## config.mk

```make
export PLATFORM = sky130hd
export DESIGN_NAME = pb_rom_feeder_flat
export DESIGN_NICKNAME = d
export VERILOG_FILES = /design/src/rtl/pb_rom_feeder_if.sv /design/src/rtl/pb_rom_feeder.sv /design/src/flat_wrapper.sv
export SDC_FILE = /design/constraint.sdc
export NUM_CORES = 1
export LEC_CHECK = 0
export CAP_MARGIN = 40
export CELL_PAD_IN_SITES_DETAIL_PLACEMENT = 0
export CELL_PAD_IN_SITES_GLOBAL_PLACEMENT = 1
export CORE_UTILIZATION = 39
export CTS_BUF_LIST = sky130_fd_sc_hd__clkbuf_8 sky130_fd_sc_hd__clkbuf_16
export CTS_CLUSTER_DIAMETER = 60
export CTS_CLUSTER_SIZE = 12
export DETAILED_ROUTE_END_ITERATION = 7
export GPL_TIMING_DRIVEN = 0
export PLACE_DENSITY = 0.87
export SLEW_MARGIN = 20
export SYNTH_ARGS = -nofsm -noshare
export SYNTH_HDL_FRONTEND = slang
export SYNTH_SLANG_ARGS = --single-unit
```

## constraint.sdc

```tcl
create_clock -name clk -period 4.34 [get_ports clk]
set_input_delay 0.434 -clock clk [delete_from_list [all_inputs] [get_ports clk]]
set_output_delay 0.434 -clock clk [all_outputs]
set_load 0.02 [all_outputs]
```

## src/rtl/pb_rom_feeder_if.sv

```systemverilog
// Bus bundle between pb_rom_feeder, its synchronous ROM and the downstream RAM loader.
//   master (feeder side): drives rom_en, rom_addr, data_out, ROM_RDY, busy and done;
//                         receives rom_dout.
//   slave  (ROM/loader side): the mirror image.
// Signals:
//   rom_en    ROM read enable
//   rom_addr  ROM read address (ADDR_W bits)
//   rom_dout  ROM read data, valid one clock edge after rom_en/rom_addr are sampled
//   data_out  registered word to the loader (DATA_W bits)
//   ROM_RDY   one-cycle data_out valid strobe per word
//   busy      burst in progress
//   done      one-cycle pulse after the last word of a burst
interface pb_rom_feeder_if #(
    parameter int unsigned DATA_W = 16,
    parameter int unsigned ADDR_W = 2
);
    logic              rom_en;
    logic [ADDR_W-1:0] rom_addr;
    logic [DATA_W-1:0] rom_dout;
    logic [DATA_W-1:0] data_out;
    logic              ROM_RDY;
    logic              busy;
    logic              done;

    modport master (
        output rom_en,
        output rom_addr,
        input  rom_dout,
        output data_out,
        output ROM_RDY,
        output busy,
        output done
    );

    modport slave (
        input  rom_en,
        input  rom_addr,
        output rom_dout,
        input  data_out,
        input  ROM_RDY,
        input  busy,
        input  done
    );
endinterface

```

## src/rtl/pb_rom_feeder.sv

```systemverilog
// Push-button ROM feeder. Debounces PB_in and, on each clean debounced press, reads
// NUM_WORDS words from a synchronous ROM and presents each one on data_out with a
// one-cycle ROM_RDY strobe for the downstream RAM loader.
// Ports:
//   clk    system clock, all logic on the rising edge
//   rst_n  asynchronous active-low reset
//   PB_in  raw active-high push button, asynchronous to clk
//   bus    pb_rom_feeder_if master: ROM read port (rom_en/rom_addr/rom_dout) and
//          loader side (data_out/ROM_RDY) plus busy/done status
module pb_rom_feeder #(
    parameter int unsigned DATA_W       = 16,
    parameter int unsigned ADDR_W       = 2,
    parameter int unsigned NUM_WORDS    = 4,
    parameter int unsigned DEBOUNCE_CYC = 16
) (
    input  logic              clk,
    input  logic              rst_n,
    input  logic              PB_in,
    pb_rom_feeder_if.master   bus
);

    localparam int unsigned             CntW     = $clog2(DEBOUNCE_CYC);
    localparam logic [CntW-1:0]         LastCnt  = CntW'(DEBOUNCE_CYC - 1);
    localparam logic [ADDR_W-1:0]       LastAddr = ADDR_W'(NUM_WORDS - 1);

    typedef enum logic [1:0] {
        StIdle,
        StIssue,
        StDrain,
        StDone
    } state_e;

    // ---------------------------------------------------------------------------------
    // Input path: synchronizer, debounce, rising-edge detect
    // ---------------------------------------------------------------------------------
    logic            sync1_q;
    logic            pb_s_q;
    logic            pb_db_q, pb_db_d;
    logic            pb_db_prev_q;
    logic [CntW-1:0] db_cnt_q, db_cnt_d;
    logic            start;

    always_ff @(posedge clk or negedge rst_n) begin
        if (!rst_n) begin
            sync1_q      <= 1'b0;
            pb_s_q       <= 1'b0;
            pb_db_q      <= 1'b0;
            pb_db_prev_q <= 1'b0;
            db_cnt_q     <= '0;
        end else begin
            sync1_q      <= PB_in;
            pb_s_q       <= sync1_q;
            pb_db_q      <= pb_db_d;
            pb_db_prev_q <= pb_db_q;
            db_cnt_q     <= db_cnt_d;
        end
    end

    // The level only flips after DEBOUNCE_CYC consecutive disagreeing samples; any
    // agreement in between restarts the count.
    always_comb begin
        db_cnt_d = db_cnt_q;
        pb_db_d  = pb_db_q;
        if (pb_s_q == pb_db_q) begin
            db_cnt_d = '0;
        end else if (db_cnt_q == LastCnt) begin
            pb_db_d  = ~pb_db_q;
            db_cnt_d = '0;
        end else begin
            db_cnt_d = db_cnt_q + 1'b1;
        end
    end

    assign start = pb_db_q & ~pb_db_prev_q;

    // ---------------------------------------------------------------------------------
    // Burst FSM
    // ---------------------------------------------------------------------------------
    state_e            state_q, state_d;
    logic              rom_en_q, rom_en_d;
    logic [ADDR_W-1:0] rom_addr_q, rom_addr_d;
    logic              busy_q, busy_d;
    logic              done_q, done_d;
    logic              en_d1_q;
    logic              rdy_q;
    logic [DATA_W-1:0] data_q;

    always_ff @(posedge clk or negedge rst_n) begin
        if (!rst_n) begin
            state_q    <= StIdle;
            rom_en_q   <= 1'b0;
            rom_addr_q <= '0;
            busy_q     <= 1'b0;
            done_q     <= 1'b0;
        end else begin
            state_q    <= state_d;
            rom_en_q   <= rom_en_d;
            rom_addr_q <= rom_addr_d;
            busy_q     <= busy_d;
            done_q     <= done_d;
        end
    end

    always_comb begin
        state_d    = state_q;
        rom_en_d   = rom_en_q;
        rom_addr_d = rom_addr_q;
        busy_d     = busy_q;
        done_d     = 1'b0;
        unique case (state_q)
            StIdle: begin
                // start pulses arriving in any other state are dropped, not queued
                if (start) begin
                    state_d    = StIssue;
                    rom_en_d   = 1'b1;
                    rom_addr_d = '0;
                    busy_d     = 1'b1;
                end
            end
            StIssue: begin
                // Compare against the last address so NUM_WORDS < 2**ADDR_W works
                if (rom_addr_q == LastAddr) begin
                    rom_en_d = 1'b0;
                    state_d  = StDrain;
                end else begin
                    rom_addr_d = rom_addr_q + 1'b1;
                end
            end
            StDrain: begin
                // Leave once en_d1 and ROM_RDY will both be low after this edge, so done
                // lands in the cycle right after the last ROM_RDY.
                if (!rom_en_q && !en_d1_q) begin
                    state_d = StDone;
                    done_d  = 1'b1;
                    busy_d  = 1'b0;
                end
            end
            StDone: begin
                state_d = StIdle;
            end
            default: begin
                state_d = StIdle;
            end
        endcase
    end

    // ---------------------------------------------------------------------------------
    // Read pipeline: ROM data is valid one edge after the request, then registered.
    // ---------------------------------------------------------------------------------
    always_ff @(posedge clk or negedge rst_n) begin
        if (!rst_n) begin
            en_d1_q <= 1'b0;
            rdy_q   <= 1'b0;
            data_q  <= '0;
        end else begin
            en_d1_q <= rom_en_q;
            rdy_q   <= en_d1_q;
            if (en_d1_q) begin
                data_q <= bus.rom_dout;
            end
        end
    end

    assign bus.rom_en   = rom_en_q;
    assign bus.rom_addr = rom_addr_q;
    assign bus.data_out = data_q;
    assign bus.ROM_RDY  = rdy_q;
    assign bus.busy     = busy_q;
    assign bus.done     = done_q;

endmodule
```

## src/flat_wrapper.sv

```systemverilog
// flat-port wrapper written by rule: the top's interface ports become plain ports
module pb_rom_feeder_flat 
#(
    parameter int unsigned DATA_W       = 16,
    parameter int unsigned ADDR_W       = 2,
    parameter int unsigned NUM_WORDS    = 4,
    parameter int unsigned DEBOUNCE_CYC = 16
)
  (clk, rst_n, PB_in, bus_rom_en, bus_rom_addr, bus_rom_dout, bus_data_out, bus_ROM_RDY, bus_busy, bus_done);
  pb_rom_feeder_if #(.DATA_W(DATA_W), .ADDR_W(ADDR_W)) bus_i ();
  input  logic clk;
  input  logic rst_n;
  input  logic PB_in;
  output wire logic [$bits(bus_i.rom_en)-1:0] bus_rom_en;
  output wire logic [$bits(bus_i.rom_addr)-1:0] bus_rom_addr;
  input wire logic [$bits(bus_i.rom_dout)-1:0] bus_rom_dout;
  output wire logic [$bits(bus_i.data_out)-1:0] bus_data_out;
  output wire logic [$bits(bus_i.ROM_RDY)-1:0] bus_ROM_RDY;
  output wire logic [$bits(bus_i.busy)-1:0] bus_busy;
  output wire logic [$bits(bus_i.done)-1:0] bus_done;
  assign bus_rom_en = bus_i.rom_en;
  assign bus_rom_addr = bus_i.rom_addr;
  assign bus_i.rom_dout = bus_rom_dout;
  assign bus_data_out = bus_i.data_out;
  assign bus_ROM_RDY = bus_i.ROM_RDY;
  assign bus_busy = bus_i.busy;
  assign bus_done = bus_i.done;
  pb_rom_feeder #(.DATA_W(DATA_W), .ADDR_W(ADDR_W), .NUM_WORDS(NUM_WORDS), .DEBOUNCE_CYC(DEBOUNCE_CYC)) u_core (.clk(clk), .rst_n(rst_n), .PB_in(PB_in), .bus(bus_i));
endmodule
```

==> results.py, run 1 <==
metrics = {
    "global_routing": {
        "grt_max_degree": 34,
        "gr-usage-met1": 0.157,
        "overflow": 0,
        "grt_pass1_vias": 928,
        "grt.busiest_layer": "met2",
        "use_met2": 0.275,
        "grt_pass1_wl_um": 4000,
        "met3_usage": 0.0490,
        "grt_use_total": 0.152,
        "antenna_found_initial": 0,
    },
    "yosys": {
        "ys.flop_type": "dfrtp_1",
        "synth.top_cells.by_count": "33 x dfrtp_1, 12 x mux2_2, 6 x ha_1, 6 x mux2_1, 4 x inv_1",
        "synth.net_count": 119,
        "synth_top_area_frac": 0.608,
        "synth.most_common_cell": "dfrtp_1",
        "synth_area_leaders": "dfrtp_1 61%, mux2_2 10%, ha_1 5.5%, mux2_1 5.0%, nor3b_1 1.7%",
        "synthArstFlopShare": 1.00,
        "yosysSeqAreaShare": 0.608,
        "synth.cell_area_sq_um": 1360,
        "ys_ff_latch": 33,
        "synth_enable_flop_cells": 0,
        "netlist_instances": 94,
        "yosysUniqueCellTypes": 28,
        "avgSynthCellArea_sq_um": 14.4,
        "synth_top_area_cell": "dfrtp_1",
        "ys_warn_count": 0,
    },
    "cts": {
        "postCtsSetupBuffers": 0,
        "cts_tree": "yes",
        "clkTransAtPathRegs_ns": 0.06,
        "numCtsBuffers": 5,
        "numClockSinks": 33,
        "clock_path_buffers": 2,
        "cts-resized-gates": 0,
        "clockRootBuffer": "clkbuf_8",
        "htreeDepth": 2,
        "ctsHoldBuffers": 0,
        "insertion_delay_ns": 0.28,
    },
    "sta": {
        "fmax_ghz": 0.557,
        "maxSlewViolCount": 0,
        "period_minus_slack_ns": 1.79,
        "skew_ns": 0.00368,
        "min_period_over_period": 0.413,
        "rsz0062_at_grt": "no",
        "setup_tns_ns": 0,
        "timing.slew.headroom": 0.535,
        "finalSetupViolCount": 0,
        "tightest_slew_ns": 0.697,
        "hold_viol": 0,
    },
    "die": {
        "start_util": 0.407,
        "core_sq_um": 3340,
        "num_rows": 21,
        "die_area_sq_um": 3720,
        "fp.dieH_um": 61,
        "ioPinCount": 41,
        "die_w_um": 61,
    },
    "placement": {
        "port-buffer-count": 40,
        "hpwlAfterDp_um": 1850,
        "place.gp.congestion": 0.724,
    },
    "finish": {
        "syn2layout_area_growth_pct": 39.3,
        "layout.nets": 166,
        "num_antenna_cells": 0,
        "drive_gt1_frac": 0.148,
    },
    "critical_path": {
        "path_buf_inv": 1,
        "crit_fanout": 6,
        "end_kind": "output port",
        "cp_slowest_cell": "clkdlybuf4s50_1",
        "crit_type": "reg -> out",
        "cp.required_ns": 3.91,
        "crit_family": "buffers and inverters",
        "crit_chain": "clkdlybuf4s50_1",
        "crit_arrival_ns": 1.36,
        "critPathLaunchType": "flop",
        "cpPeakStageDelay_ns": 0.65,
    },
    "route": {
        "wl_um": 2440,
        "vias_per_cell": 4.71,
        "drt.antenna.violating_nets": 0,
        "firstDrtPassIters": 4,
        "wl_per_cell_um": 13.0,
        "route.detailed.drc": 0,
        "via_count": 885,
        "drt_iter0_drc": 7,
    },
    "pwr": {
        "p_sw_frac": 0.318,
        "total_leakage_power_nw": 0.843,
        "total_power_w": 0.000948,
        "p_clk_frac": 0.216,
        "p_int_w": 0.000647,
        "p_comb_frac": 0.364,
        "vdd_ir_drop_max_uv": 327,
        "power.density_nw_per_um2": 502,
        "p_sw_w": 0.000301,
        "seq_power_share": 0.420,
    },
    "job": {
        "maxCapViolCount": 0,
    },
    "worst_hold_path": {
        "hp-class": "in -> async",
    },
    "run_status": {
        "status": "completed",
    },
}
## final cells by class
class | instances | area [sq um]
clock buffers | 5 | 68.8
plain buffers | 2 | 16.3
multi-input cells | 55 | 500
flip-flops and latches | 33 | 826
repair buffers | 40 | 395
inverters | 4 | 15.0
fillers | 282 | 1450
clock inverters | 3 | 11.3
well taps | 46 | 57.6
## routing by layer
metal / up-vias / share of wire
met5: - / 0
met4: 0 / 0
met3: 0 / 0.059
met2: 34 / 0.51
met1: 425 / 0.43
li1: 426 / -
## cells in the final DEF, fill, tap and decap left out, drive strengths merged
| cell | netlist | layout |
|---|---|---|
| clkdlybuf4s50 | 0 | 39 |
| dfrtp | 33 | 33 |
| mux2 | 18 | 18 |
| inv | 4 | 7 |
| ha | 6 | 6 |
| clkbuf | 0 | 5 |
| nor3b | 3 | 3 |
| buf | 2 | 3 |
| xnor2 | 2 | 2 |
| nor2b | 2 | 2 |
| nor2 | 2 | 2 |
| nand2 | 2 | 2 |
| mux2i | 2 | 2 |
| and3 | 2 | 2 |
| a221o | 2 | 2 |
| o2bb2ai | 2 | 2 |
| nand3 | 1 | 1 |
| a21o | 1 | 1 |
| a31oi | 1 | 1 |
| a311oi | 1 | 1 |
| nand2b | 1 | 1 |
| and2b | 1 | 1 |
| o21a | 1 | 1 |
| a211oi | 1 | 1 |
| o21ai | 1 | 1 |
| a21oi | 1 | 1 |
| nor3 | 1 | 1 |
| a2bb2oi | 1 | 1 |
## power groups by stage
stage               logic, W  clock network [W]  registers [W]
global route        0.000375           0.000227       0.000406
detailed placement  0.000348                  0       0.000404
global placement    0.000336                  0       0.000398
finish              0.000346           0.000205       0.000398
floorplan           0.000171                  0       0.000443
CTS                 0.000351           0.000214       0.000399
## logic make-up after synthesis
logic type      after synthesis  synth area share
compound gates               12            0.0728
xor+xnor                      2            0.0129
fa+ha+maj                     6            0.0553
buf+inv                       6            0.0230
flops                        33             0.608
mux                          20             0.164
simple gates                 15            0.0636
## per-stage QoR
step | hold slack, ns | utilization | area (sq um) | setup WS (ns) | cells
floorplan | 0.138 | - | 1360 | 2.85 | 94
global placement | 0.333 | 0.544 | 1820 | 2.25 | 180
detailed placement | 0.337 | 0.543 | 1810 | 2.75 | 180
CTS | 0.222 | 0.567 | 1890 | 2.52 | 188
global route | 0.270 | 0.567 | 1890 | 2.49 | 188
finish | 0.206 | 0.567 | 1890 | 2.55 | 188
## state kept, by name, summed over array words and instances, names as in the netlist
signal               flops
u_core.bus.rom_addr      2
u_core.state_q           2
u_core.db_cnt_q          4
u_core.pb_db_q           1
u_core.sync1_q           1
u_core.pb_s_q            1
u_core.bus.done          1
u_core.pb_db_prev_q      1
u_core.bus.ROM_RDY       1
u_core.bus.data_out     16
u_core.bus.rom_en        1
u_core.bus.busy          1
u_core.en_d1_q           1
## final timing paths
check	end	from	slack [ns]	cells after the start
max	bus_rom_en	u_core.bus.rom_en	2.55	1
min	u_core.bus.data_out[9]	rst_n	0.21	1
max reg2reg	u_core.state_q[1]	u_core.state_q[1]	2.76	5
min reg2reg	u_core.pb_s_q	u_core.sync1_q	0.36	0
max in group asynchronous	u_core.state_q[1]	rst_n	3.69	1
min in group clk	u_core.pb_s_q	u_core.sync1_q	0.36	0
Note: power is estimated with default switching activity, not from simulation.
==> inputs of run 2 (changes only) <==
--- a/config.mk
+++ b/config.mk
@@ -8,13 +8,13 @@
 export CAP_MARGIN = 40
 export CELL_PAD_IN_SITES_DETAIL_PLACEMENT = 0
 export CELL_PAD_IN_SITES_GLOBAL_PLACEMENT = 1
-export CORE_UTILIZATION = 39
+export CORE_UTILIZATION = 36
 export CTS_BUF_LIST = sky130_fd_sc_hd__clkbuf_8 sky130_fd_sc_hd__clkbuf_16
 export CTS_CLUSTER_DIAMETER = 60
 export CTS_CLUSTER_SIZE = 12
 export DETAILED_ROUTE_END_ITERATION = 7
 export GPL_TIMING_DRIVEN = 0
-export PLACE_DENSITY = 0.87
+export PLACE_DENSITY = 0.82
 export SLEW_MARGIN = 20
 export SYNTH_ARGS = -nofsm -noshare
 export SYNTH_HDL_FRONTEND = slang
==> constraint.sdc (replaced) <==
create_clock -name clk -period 1.69 [get_ports clk]
set_input_delay 0.169 -clock clk [delete_from_list [all_inputs] [get_ports clk]]
set_output_delay 0.169 -clock clk [all_outputs]
set_load 0.02 [all_outputs]
==> run 2 against run 1 <==
Flip-flop and latch count unchanged. Critical path type is now reg -> reg. Cell area up 0.86%. Clock power rose to 2.8 times the previous value. Highest routed layer is now met4.
==> results.py, run 2 (same netlist as run 1, synthesis figures left out) <==
metrics = {
    "die": {
        "die_area_sq_um": 4020,
        "die_w_um": 63.4,
        "core_sq_um": 3470,
        "num_rows": 21,
        "fp.dieH_um": 63.4,
        "ioPinCount": 41,
        "start_util": 0.391,
    },
    "route": {
        "route.detailed.drc": 0,
        "via_count": 926,
        "wl_um": 2530,
        "drt.antenna.violating_nets": 0,
        "drt_iter0_drc": 33,
        "vias_per_cell": 4.90,
        "wl_per_cell_um": 13.4,
        "firstDrtPassIters": 4,
    },
    "sta": {
        "setup_slack_ns": 0.145,
        "period_minus_slack_ns": 1.55,
        "tightest_slew_ns": 0.699,
        "maxSlewViolCount": 0,
        "rsz0062_at_grt": "no",
        "min_period_over_period": 0.914,
        "hold_viol": 0,
        "timing.slew.headroom": 0.534,
        "finalSetupViolCount": 0,
        "fmax_ghz": 0.647,
        "skew_ns": 0.00342,
    },
    "pwr": {
        "total_power_w": 0.00247,
        "power.density_nw_per_um2": 1290,
        "total_leakage_power_nw": 0.839,
        "vdd_ir_drop_max_uv": 855,
    },
    "critical_path": {
        "crit_type": "reg -> reg",
        "critPathLaunchType": "flop",
        "crit_arrival_ns": 1.71,
        "crit_chain": "inv_1 > ha_1 > nor2b_1 > a211oi_2 > mux2_1",
        "cp_slowest_cell": "dfrtp_1",
        "cpPeakStageDelay_ns": 0.37,
        "r2r_slack_ns": 0.14,
        "crit_fanout": 7,
        "cp.required_ns": 1.86,
        "crit_family": "flip-flops",
        "end_kind": "flop",
        "path_buf_inv": 1,
    },
    "finish": {
        "largest_reg_flops": 16,
        "final_common_cell": "clkdlybuf4s50_1",
        "syn2layout_area_growth_pct": 40.5,
        "num_antenna_cells": 0,
        "drive_gt1_frac": 0.168,
        "layout.nets": 167,
        "layout.cells.most_common_list": "39 x clkdlybuf4s50_1, 33 x dfrtp_1, 12 x mux2_2, 6 x mux2_1, 6 x ha_1",
        "fillCellCount": 312,
    },
    "cts": {
        "clock_path_buffers": 2,
        "postCtsSetupBuffers": 0,
        "cts-resized-gates": 0,
        "numCtsBuffers": 5,
        "clkTransAtPathRegs_ns": 0.06,
        "clockRootBuffer": "clkbuf_8",
        "htreeDepth": 2,
        "cts_tree": "yes",
        "insertion_delay_ns": 0.28,
        "numClockSinks": 33,
    },
    "global_routing": {
        "grt_pass1_wl_um": 4570,
        "antenna_found_initial": 0,
        "grt_pass1_vias": 1003,
        "grt_use_total": 0.153,
        "grt_max_degree": 34,
        "overflow": 0,
    },
    "job": {
        "maxCapViolCount": 0,
    },
    "worst_hold_path": {
        "hp-class": "in -> reg",
    },
    "placement": {
        "port-buffer-count": 40,
        "preCtsSetupSlack_ns": 0.0906,
        "place.gp.congestion": 0.672,
        "hpwlAfterDp_um": 1860,
    },
    "run_status": {
        "status": "completed",
    },
}
run 2: final timing paths:
| kind | start | to | cells past startpoint |
|---|---|---|---|
| max | u_core.state_q[1] | u_core.state_q[1] | 5 |
| min in group asynchronous | rst_n | u_core.bus.data_out[2] | 2 |
| max in group asynchronous | rst_n | u_core.state_q[1] | 2 |
| min reg2reg | u_core.sync1_q | u_core.pb_s_q | 0 |
| min | PB_in | u_core.sync1_q | 1 |
| max reg2reg | u_core.state_q[1] | u_core.state_q[1] | 5 |
run 2: power by group:
part	leakage (nW)	switching (W)	internal, W	total [W]
Clock	0.0439	0.000281	0.000283	0.000565
Combinational	0.407	0.000419	0.000462	0.000881
Sequential	0.389	0.0000962	0.000927	0.00102
Total	0.839	0.000797	0.00167	0.00247
run 2: final cells by class:
cell class / count / area (sq um) / share of cell area
clock buffer: 5 / 68.8 / 0.0361
sequential: 33 / 826 / 0.433
timing repair buffer: 41 / 405 / 0.213
multi-input combinational: 55 / 500 / 0.262
tap: 46 / 57.6 / 0.0302
buffer: 2 / 16.3 / 0.00853
inverter: 4 / 15.0 / 0.00787
clock inverter: 3 / 17.5 / 0.00919
run 2: layer usage:
metal  track usage  share of wire  wire length, um  vias to the layer above
met2         0.265           0.50             1270                       39
li1              -              -                -                      429
met1         0.165           0.41             1040                      453
met5             0              0                0                        -
met3        0.0453          0.069              175                        5
met4        0.0852          0.017               44                        0
run 2: per-stage QoR:
step | utilization | cell area (sq um) | hold slack (ns) | TNS, ns | cells
after floorplan | - | 1360 | -0.127 | 0 | 94
after global placement | 0.523 | 1820 | 0.336 | -4.90 | 180
after detailed placement | 0.522 | 1810 | 0.262 | 0 | 180
after CTS | 0.550 | 1910 | 0.319 | 0 | 189
after global routing | 0.550 | 1910 | 0.331 | 0 | 189
final | 0.550 | 1910 | 0.324 | 0 | 189
run 2: what timing repair did:
item,CTS,global route
hold buffers,1,0
setup endpoints to repair,0,1
endpoints found under the hold margin,33,0
==> inputs of run 3 (changes only) <==
--- a/config.mk
+++ b/config.mk
@@ -8,13 +8,14 @@
 export CAP_MARGIN = 40
 export CELL_PAD_IN_SITES_DETAIL_PLACEMENT = 0
 export CELL_PAD_IN_SITES_GLOBAL_PLACEMENT = 1
-export CORE_UTILIZATION = 36
+export CORE_ASPECT_RATIO = 1.2
+export CORE_UTILIZATION = 30
 export CTS_BUF_LIST = sky130_fd_sc_hd__clkbuf_8 sky130_fd_sc_hd__clkbuf_16
 export CTS_CLUSTER_DIAMETER = 60
 export CTS_CLUSTER_SIZE = 12
 export DETAILED_ROUTE_END_ITERATION = 7
 export GPL_TIMING_DRIVEN = 0
-export PLACE_DENSITY = 0.82
+export PLACE_DENSITY = 0.71
 export SLEW_MARGIN = 20
 export SYNTH_ARGS = -nofsm -noshare
 export SYNTH_HDL_FRONTEND = slang
==> run 3 against run 2 <==
Clock skew is 0.0030 ns higher. Flip-flop and latch count did not move. Cell area is 0.59% higher. Die area is 19% higher. Largest cell class unchanged. Final cell count up 5.3%. Sequential share of layout area down 0.25 points. Combinational power increased by 2%. Register-to-register slack about the same. Global-route usage shrank 3.2 points.
==> results.py, run 3 (same netlist as run 1, synthesis figures left out) <==
metrics = {
    "sta": {
        "fmax_ghz": 0.649,
        "setup_tns_ns": 0,
        "fin_hold_ws_ns": 0.330,
        "timing.slew.headroom": 0.526,
        "skew_ns": 0.00646,
        "rsz0062_at_grt": "no",
        "min_period_over_period": 0.912,
        "period_minus_slack_ns": 1.54,
        "hold_viol": 0,
        "tightest_slew_ns": 0.710,
        "maxSlewViolCount": 0,
        "setup_slack_ns": 0.148,
        "finalSetupViolCount": 0,
    },
    "die": {
        "start_util": 0.316,
        "die_w_um": 63.4,
        "ioPinCount": 41,
        "fp.dieH_um": 75.7,
        "core_sq_um": 4290,
        "num_rows": 26,
        "die_area_sq_um": 4800,
    },
    "cts": {
        "numCtsBuffers": 5,
        "clock_path_buffers": 2,
        "htreeDepth": 2,
        "cts_tree": "yes",
        "numClockSinks": 33,
        "postCtsSetupBuffers": 0,
        "insertion_delay_ns": 0.28,
        "clkTransAtPathRegs_ns": 0.06,
        "clockRootBuffer": "clkbuf_8",
    },
    "critical_path": {
        "startpoint": "u_core.state_q[1]",
        "critPathLaunchType": "flop",
        "r2r_start": "u_core.state_q[1]",
        "crit_fanout": 7,
        "reg2regPathDepth": 5,
        "r2r_slack_ns": 0.15,
        "crit_type": "reg -> reg",
        "r2r_end": "u_core.state_q[1]",
        "cp.required_ns": 1.85,
        "end_kind": "flop",
        "crit_arrival_ns": 1.70,
    },
    "finish": {
        "multi_input_comb_area_sq_um": 503,
        "finalNonFillerCells": 199,
        "layout.nets": 167,
        "num_antenna_cells": 0,
        "largest_reg_flops": 16,
        "final_common_cell": "clkdlybuf4s50_1",
        "fillCellCount": 415,
        "fin_area_sq_um": 1920,
        "drive_gt1_frac": 0.168,
        "regArea_sq_um": 826,
        "layout.cells.most_common_list": "39 x clkdlybuf4s50_1, 33 x dfrtp_1, 12 x mux2_2, 6 x mux2_1",
        "syn2layout_area_growth_pct": 41.3,
    },
    "route": {
        "wl_um": 2480,
        "route.detailed.drc": 0,
        "drt_iter0_drc": 10,
        "wl_per_cell_um": 12.5,
        "via_count": 923,
        "drt.antenna.violating_nets": 0,
        "vias_per_cell": 4.64,
        "firstDrtPassIters": 4,
    },
    "worst_hold_path": {
        "min-delay-start": "PB_in",
        "hp-class": "in -> reg",
        "whs_path_depth": 1,
        "holdPathEnd": "u_core.sync1_q",
    },
    "placement": {
        "hpwlAfterDp_um": 1760,
        "port-buffer-count": 40,
        "preCtsSetupSlack_ns": 0.0730,
        "place_area_sq_um": 1820,
        "dp_cells": 190,
        "place.gp.congestion": 0.635,
    },
    "global_routing": {
        "grt_max_degree": 34,
        "grt_use_total": 0.121,
        "grt_pass1_wl_um": 4290,
        "antenna_found_initial": 0,
        "overflow": 0,
        "grt_pass1_vias": 959,
    },
    "job": {
        "maxCapViolCount": 0,
    },
    "pwr": {
        "vdd_ir_drop_max_uv": 796,
        "power.density_nw_per_um2": 1280,
        "total_leakage_power_nw": 0.843,
    },
    "run_status": {
        "status": "completed",
    },
}
## run 3: layout make-up
class / count / share of cell area
flip-flops and latches: 33 / 0.431
well taps: 56 / 0.0365
repair buffers: 41 / 0.211
clock buffers: 5 / 0.0359
plain buffers: 2 / 0.00848
multi-input cells: 55 / 0.262
inverters: 4 / 0.00783
clock inverters: 3 / 0.00718
## run 3: how the worst max path moves through the flow
stage	to	slack [ns]	cells after the start
floorplan	u_core.state_q[1]	0.20	4
global placement	u_core.bus.data_out[6]	-0.14	1
detailed placement	u_core.state_q[1]	0.07	5
CTS	u_core.state_q[1]	0.06	5
global route	u_core.state_q[1]	0.02	5
finish	u_core.state_q[1]	0.15	5
## run 3: where the power goes
part	total (W)	internal, W	switching (W)	leakage, nW
clock	0.000550	0.000279	0.000272	0.0491
sequential	0.00102	0.000927	0.0000917	0.389
combinational	0.000895	0.000466	0.000429	0.405
## run 3: worst max-delay path: stages, from the launching register on
cell      delay, ns
dfrtp_1        0.36
inv_1          0.08
ha_2           0.22
nor2b_1        0.16
a211oi_2       0.26
mux2_1         0.35
## run 3: per-layer routing
layer | up-vias | share of wire | GRT usage
li1 | 430 | - | -
met4 | 0 | 0.019 | 0.0606
met1 | 447 | 0.43 | 0.131
met5 | - | 0 | 0
met3 | 6 | 0.078 | 0.0509
met2 | 40 | 0.47 | 0.206
## run 3: timing repair
| action | CTS | global route |
|---|---|---|
| hold buffers | 1 | 0 |
| setup endpoints to repair | 0 | 1 |
| resized for setup | 0 | 1 |
| hold endpoints to repair | 33 | 0 |
## run 3: metrics by stage
step	power, W	util
2_1_floorplan	0.00158	-
3_3_place_gp	0.00189	0.426
3_5_place_dp	0.00193	0.425
4_1_cts	0.00251	0.446
5_1_grt	0.00265	0.447
6_report	0.00246	0.447
